File: src/rtl/jk_excite_driver_pkg.sv
// Shared types and helpers for the JK excitation driver.
// Optional feature macro: JK_TOGGLE_EN (toggle encoding for bits that must change).
package jk_excite_driver_pkg;

  typedef enum logic [1:0] {
    IDLE  = 2'b00,
    APPLY = 2'b01,
    CHECK = 2'b10
  } state_t;

  // Returns {J, K} needed to move a JK flop from q to t in one clock.
  function automatic logic [1:0] excite(input logic q, input logic t);
`ifdef JK_TOGGLE_EN
    excite = {q ^ t, q ^ t};
`else
    excite = {~q & t, q & ~t};
`endif
  endfunction

  function automatic int unsigned retry_width(input int unsigned max_retry);
    int unsigned w;
    w = $clog2(max_retry + 1);
    if (w < 1) w = 1;
    return w;
  endfunction

endpackage

File: src/rtl/jk_excite_cell.sv
// Per-bit combinational (q, t) -> (J, K) encoder.
// Encoding selected by JK_TOGGLE_EN (set/reset when undefined, toggle when defined).
module jk_excite_cell
  import jk_excite_driver_pkg::*;
(
  input  logic q,
  input  logic t,
  output logic j,
  output logic k
);

  always_comb begin
    {j, k} = excite(q, t);
  end

endmodule

File: src/rtl/jk_excite_driver.sv
// Drives a bank of JK flops to a target word: apply one cycle, check, retry, report.
// Honours JK_TOGGLE_EN via jk_excite_cell.
module jk_excite_driver
  import jk_excite_driver_pkg::*;
#(
  parameter int unsigned WIDTH     = 4,
  parameter int unsigned MAX_RETRY = 2
) (
  input  logic             clk1,
  input  logic             s_reset,
  input  logic             start,
  input  logic [WIDTH-1:0] target,
  input  logic [WIDTH-1:0] q_fb,
  output logic [WIDTH-1:0] j,
  output logic [WIDTH-1:0] k,
  output logic             busy,
  output logic             done,
  output logic             err
);

  localparam int unsigned RW = retry_width(MAX_RETRY);
  localparam logic [RW-1:0] RETRY_LIMIT = RW'(MAX_RETRY);

  state_t           state_q, state_d;
  logic [WIDTH-1:0] j_q, j_d, k_q, k_d;
  logic [WIDTH-1:0] target_q, target_d;
  logic [RW-1:0]    retry_q, retry_d;
  logic             done_q, done_d, err_q, err_d;

  logic [WIDTH-1:0] exc_t, exc_j, exc_k;

  // In IDLE the excitation must track the live target so it can be loaded on accept.
  always_comb begin
    exc_t = (state_q == IDLE) ? target : target_q;
  end

  for (genvar b = 0; b < WIDTH; b++) begin : g_cell
    jk_excite_cell u_cell (
      .q (q_fb[b]),
      .t (exc_t[b]),
      .j (exc_j[b]),
      .k (exc_k[b])
    );
  end

  always_ff @(posedge clk1 or posedge s_reset) begin
    if (s_reset) begin
      state_q  <= IDLE;
      j_q      <= '0;
      k_q      <= '0;
      target_q <= '0;
      retry_q  <= '0;
      done_q   <= 1'b0;
      err_q    <= 1'b0;
    end else begin
      state_q  <= state_d;
      j_q      <= j_d;
      k_q      <= k_d;
      target_q <= target_d;
      retry_q  <= retry_d;
      done_q   <= done_d;
      err_q    <= err_d;
    end
  end

  always_comb begin
    state_d  = state_q;
    j_d      = '0;
    k_d      = '0;
    target_d = target_q;
    retry_d  = retry_q;
    done_d   = 1'b0;
    err_d    = err_q;
    unique case (state_q)
      IDLE: begin
        if (start) begin
          target_d = target;
          err_d    = 1'b0;
          retry_d  = '0;
          j_d      = exc_j;
          k_d      = exc_k;
          state_d  = APPLY;
        end
      end
      APPLY: state_d = CHECK;
      CHECK: begin
        if (q_fb == target_q) begin
          done_d  = 1'b1;
          state_d = IDLE;
        end else if (retry_q < RETRY_LIMIT) begin
          retry_d = retry_q + RW'(1);
          j_d     = exc_j;
          k_d     = exc_k;
          state_d = APPLY;
        end else begin
          err_d   = 1'b1;
          state_d = IDLE;
        end
      end
      default: state_d = IDLE;
    endcase
  end

  always_comb begin
    j    = j_q;
    k    = k_q;
    busy = (state_q != IDLE);
    done = done_q;
    err  = err_q;
  end

endmodule

File: config.mk
export PLATFORM = sky130hd
export DESIGN_NAME = jk_excite_driver
export DESIGN_NICKNAME = d
export VERILOG_FILES = /design/src/rtl/jk_excite_driver_pkg.sv /design/src/rtl/jk_excite_cell.sv /design/src/rtl/jk_excite_driver.sv
export SDC_FILE = /design/constraint.sdc
export NUM_CORES = 1
export LEC_CHECK = 0
export CORE_MARGIN = 5
export CORE_UTILIZATION = 50
export CTS_BUF_LIST = sky130_fd_sc_hd__clkbuf_8
export DETAILED_ROUTE_END_ITERATION = 12
export GPL_ROUTABILITY_DRIVEN = 0
export HOLD_SLACK_MARGIN = 0.06
export PLACE_DENSITY_LB_ADDON = 0.1
export SYNTH_ARGS = -nofsm -noshare
export SYNTH_HDL_FRONTEND = slang
export SYNTH_SLANG_ARGS = --single-unit
File: constraint.sdc
create_clock -name clk1 -period 3 [get_ports clk1]
set_clock_uncertainty 0.15 [all_clocks]
set_input_delay 0.6 -clock clk1 [delete_from_list [all_inputs] [get_ports clk1]]
set_output_delay 0.6 -clock clk1 [all_outputs]
set_load 0.01 [all_outputs]
==> impl_metrics.tcl, run 1 <==
set metrics [dict create \
    timing.final.crit_share 0.751 \
    io_pins 22 \
    yosysTopAreaCellShare 0.534 \
    initial_utilization 0.541 \
    slew_headroom 0.530 \
    setup_viol 0 \
    dp_hpwl_um 1190 \
    power_density_mw_per_mm2 940 \
    cts.sinks 18 \
    area_growth_pct 30.0 \
    clock_latency_ns 0.26 \
    layout-drive-gt1-share 0.167 \
    die_height_um 51.1 \
    crit_fanout 10 \
    reg2reg_depth 3 \
    synthCells 69 \
    ys.flop_type "dfrtp_1" \
    layout_setup_ws_ns 0.746 \
    worst_slew_pin_slew_ns 0.702 \
    hp-start "retry_q[0]" \
    diodes 0 \
    ir_worst_vdd_uv 535 \
    grt_start_max_net_pins 19 \
    synth_edf_count 0 \
    hold_path_end "retry_q[0]" \
    fin_cells 106 \
    critPathKind "primary input to register" \
    ys_warn_count 0 \
    grt_remaining_overflow 0 \
    hp-class "register to register" \
    worstPathRequired_ns 2.95 \
    r2r-start "target_q[2]" \
    yosysSeqAreaShare 0.534 \
    worstReg2RegEnd "j[2]" \
    wire_per_inst_um 15.4 \
    drtIter0Drc 8 \
    fin_setup_tns_ns 0 \
    finalCriticalPeriod_ns 2.25 \
    p_leak_nw 0.487 \
    power_mw 1.03 \
    cp-end-kind "register" \
    clk_pin_slew_ns 0.07 \
    drc_errors 0 \
    finalHoldViolations 0 \
    first_pass_iters 4 \
    synth_fp_nets 80 \
    dp.cells 103 \
    grt_usage 0.145 \
    hold_path_depth 1 \
    post_cts_buffers 0 \
    synth_area_leaders "dfrtp_1 (53%), mux2_2 (5.3%), a21bo_2 (4.7%)" \
    design.core.area_mm2 0.00156 \
    port_buffers 21 \
    max_freq_mhz 444 \
    cts_buffers 3 \
    rsz0062_at_grt "false" \
    cap_violations 0 \
    ys_async_sr_fraction 1.00 \
    hold_slack_ns 0.321 \
    num_vias 597 \
    postRouteAntennaNets 0 \
    grt_antenna_before_repair 0 \
    synthTopCellsByCount "dfrtp_1 (18), inv_1 (6), nand2_1 (6)" \
    synth.most_common_cell "dfrtp_1" \
    nets 103 \
    finalMaxSlewViolations 0 \
    r2r_slack_ns 1.14 \
    row_count 14 \
    tritoncts "yes" \
    postCtsHoldBufs 0 \
    start_kind "primary input" \
    grt_pass1_vias 609 \
    drt_wl_total_um 1640 \
    ys_ff_latch 18 \
    cts_resized 0 \
    grt_pass1_wl_um 2840 \
    clockRootBuffer "clkbuf_8" \
    crit_arrival_ns 2.20 \
    fp.dieW_um 51.1 \
    yosys.area.top_type "dfrtp_1" \
    cts_max_level 1 \
    clock_path_buffers 2 \
    dieArea_mm2 0.00261 \
    routed_via_density 5.63 \
    syn_avg_cell_area_um2 12.2 \
    outcome "finished, final reports clean" \
    syn-cell-area_um2 843 \
    place_ws_ns 0.492 \
    fillers 112 \
    yosysUniqueCellTypes 20 \
]
-- routing by layer --
metal	routed length [um]	GRT usage	share of wire
met1	741	0.189	0.45
met2	785	0.236	0.48
met3	84	0.0320	0.051
met4	25	0.0538	0.015
met5	0	0	0
-- cell type report --
cell class / count / area, um2 / share of cell area
sequential: 18 / 450 / 0.411
inverter: 6 / 22.5 / 0.0205
multi-input combinational: 41 / 344 / 0.314
tap: 16 / 20.0 / 0.0183
clock buffer: 3 / 41.3 / 0.0377
timing repair buffer: 22 / 218 / 0.199
-- how the worst max path moves through the flow --
stage / startpoint / endpoint / slack, ns / cells after the start
after global placement: q_fb[2] / j[0] / 0.54 / 4
after floorplan: q_fb[2] / err / 1.15 / 3
after global routing: q_fb[2] / j[2] / 0.65 / 4
after CTS: q_fb[2] / j[2] / 0.76 / 4
final: q_fb[2] / j[2] / 0.75 / 4
after detailed placement: q_fb[2] / j[2] / 0.49 / 4
-- logic make-up after synthesis --
group	Yosys count	synth area share
AOI/OAI and AO/OA	19	0.220
DFF	18	0.534
and+or+nand+nor	13	0.0816
buffers and inverters	10	0.0579
muxes	5	0.0653
xor gates and xnor gates	4	0.0415
-- cell usage in the layout, fill, tap and decap left out, drive strengths merged --
master	n
nor3b	1
o41ai	1
a21bo	4
o21ai	4
or3b	1
a32o	2
clkdlybuf4s50	21
mux2i	1
a211oi	4
or4	1
mux2	4
xor2	4
buf	1
nor2b	3
a221oi	4
inv	6
clkbuf	3
nor2	1
dfrtp	18
nand2	6
-- critical path: stages --
cell	delay (ns)
clkdlybuf4s50_1	0.46
xor2_1	0.20
o41ai_4	0.73
a221oi_1	0.22
-- per-stage QoR --
| step | util | cell area, um2 |
|---|---|---|
| global route | 0.703 | 1100 |
| CTS | 0.703 | 1100 |
| global placement | 0.677 | 1050 |
| floorplan | - | 843 |
| finish | 0.703 | 1100 |
| detailed placement | 0.677 | 1050 |
-- registers in the layout, indices dropped and copies added (netlist names) --
signal    count
done          1
err           1
j             4
k             4
retry_q       2
state_q       2
target_q      4
-- power breakdown --
group / switching (mW) / internal [mW]
sequential: 0.0695 / 0.332
clock: 0.0760 / 0.0891
combinational: 0.217 / 0.247
Note: power is estimated with default switching activity, not from simulation.
==> run 2: changes to the inputs <==
CORE_UTILIZATION = 49   (was 50)
clock period = 2.1 ns   (was 3 ns; I/O delays follow)
==> run 2 against run 1 <==
Flip-flop and latch count stayed put; highest routed layer unchanged; utilization is 0.23 points lower; largest cell class unchanged; largest power group unchanged; critical endpoint is now busy; register-to-register slack worse by 0.80 ns.
==> impl_metrics.tcl, run 2 (synthesized netlist as in run 1, its figures left out) <==
set metrics [dict create \
    outcome "finished, final reports clean" \
    final_common_cell "clkdlybuf4s50_1" \
    power_density_mw_per_mm2 1350 \
    cts_max_level 1 \
    cts.sinks 18 \
    crit_fanout 9 \
    cts_resized 0 \
    setup_viol 0 \
    worstPathRequired_ns 1.53 \
    fp.dieW_um 51.5 \
    finalHoldViolations 0 \
    timing.final.crit_share 0.964 \
    placedInstanceArea_mm2 0.00113 \
    layout_common_cells "clkdlybuf4s50_1 (21), dfrtp_1 (18), buf_4 (8)" \
    clk_pin_slew_ns 0.07 \
    reg2reg_depth 3 \
    grt_remaining_overflow 0 \
    grt_pass1_vias 684 \
    io_pins 22 \
    hp-class "register to register" \
    crit_arrival_ns 1.45 \
    crit_chain "nor2_1 -> inv_1 -> clkdlybuf4s50_1" \
    wire_per_inst_um 15.7 \
    initial_utilization 0.499 \
    hold_path_end "retry_q[0]" \
    drtIter0Drc 12 \
    layout-drive-gt1-share 0.242 \
    grt_usage 0.162 \
    ir_worst_vdd_uv 1070 \
    cts_buffers 3 \
    drc_errors 0 \
    drt_wl_total_um 1820 \
    die_height_um 51.5 \
    hold_slack_ns 0.333 \
    r2r-start "target_q[2]" \
    cpPeakStageDelay_ns 0.52 \
    rsz0062_at_grt "false" \
    nets 111 \
    routed_via_density 5.38 \
    row_count 15 \
    tritoncts "yes" \
    design.core.area_mm2 0.00169 \
    final_area_mm2 0.00118 \
    area_growth_pct 40.4 \
    num_vias 624 \
    dp_hpwl_um 1310 \
    post_cts_buffers 0 \
    postCtsHoldBufs 0 \
    max_freq_mhz 494 \
    grt_pass1_wl_um 3190 \
    fin_util 0.701 \
    r2r_slack_ns 0.34 \
    cap_violations 0 \
    fillers 125 \
    slew_headroom 0.774 \
    finalMaxSlewViolations 0 \
    clock_path_buffers 2 \
    critPathSlowestCell "clkdlybuf4s50_1" \
    hold_path_depth 1 \
    worst_slew_pin_slew_ns 0.338 \
    clock_latency_ns 0.25 \
    cp-end-kind "primary output" \
    dieArea_mm2 0.00265 \
    critPathKind "register to primary output" \
    finalCriticalPeriod_ns 2.02 \
    postRouteAntennaNets 0 \
    start_kind "register" \
    p_leak_nw 0.537 \
    diodes 0 \
    first_pass_iters 4 \
    fin_setup_tns_ns 0 \
    grt_antenna_before_repair 0 \
    grt_start_max_net_pins 19 \
    port_buffers 21 \
    clockRootBuffer "clkbuf_8" \
    worstReg2RegEnd "retry_q[1]" \
    hp-start "retry_q[0]" \
]
run 2: changes by cell type in the layout (fill, tap and decap cells not counted):
cell	before	now
clkbuf_8	3	4
buf_4	1	8
buf_12	0	1
run 2: worst max path at each step:
stage | startpoint | to | slack (ns) | depth (start not counted)
after floorplan | q_fb[2] | err | 0.43 | 3
after global placement | q_fb[2] | retry_q[1] | -0.07 | 4
after detailed placement | q_fb[2] | retry_q[1] | -0.09 | 4
after CTS | state_q[0] | busy | 0.08 | 3
after global routing | state_q[1] | busy | 0.02 | 3
final | state_q[0] | busy | 0.08 | 3
run 2: per-layer routing:
metal  part of all wire  track usage
met1               0.46        0.212
met2               0.49        0.265
met3              0.039       0.0292
met4             0.0044       0.0611
met5                  0            0
run 2: through the flow:
stage                     instances  total power, mW  setup slack, ns
final                           116             1.60           0.0760
after global placement          112             1.30          -0.0704
after detailed placement        112             1.32          -0.0915
after floorplan                  69             1.01            0.433
after CTS                       116             1.61           0.0774
after global routing            116             1.70           0.0199
run 2: area by class of cell:
class	instances	area [um2]	area share
inverters	6	22.5	0.0190
flip-flops and latches	18	450	0.381
multi-input cells	41	344	0.291
repair buffers	30	290	0.245
clock buffers	4	55.1	0.0465
well taps	17	21.3	0.0180
run 2: worst max-delay path, delay by kind of cell (launching register included):
kind | cells | cell delay (ns)
DFF | 1 | 0.51
and+or+nand+nor | 1 | 0.10
buffers and inverters | 2 | 0.59
run 2: power breakdown:
part	switching (mW)	internal [mW]	total, mW
combinational	0.329	0.409	0.738
clock	0.110	0.166	0.276
sequential	0.108	0.475	0.583
total	0.547	1.05	1.60
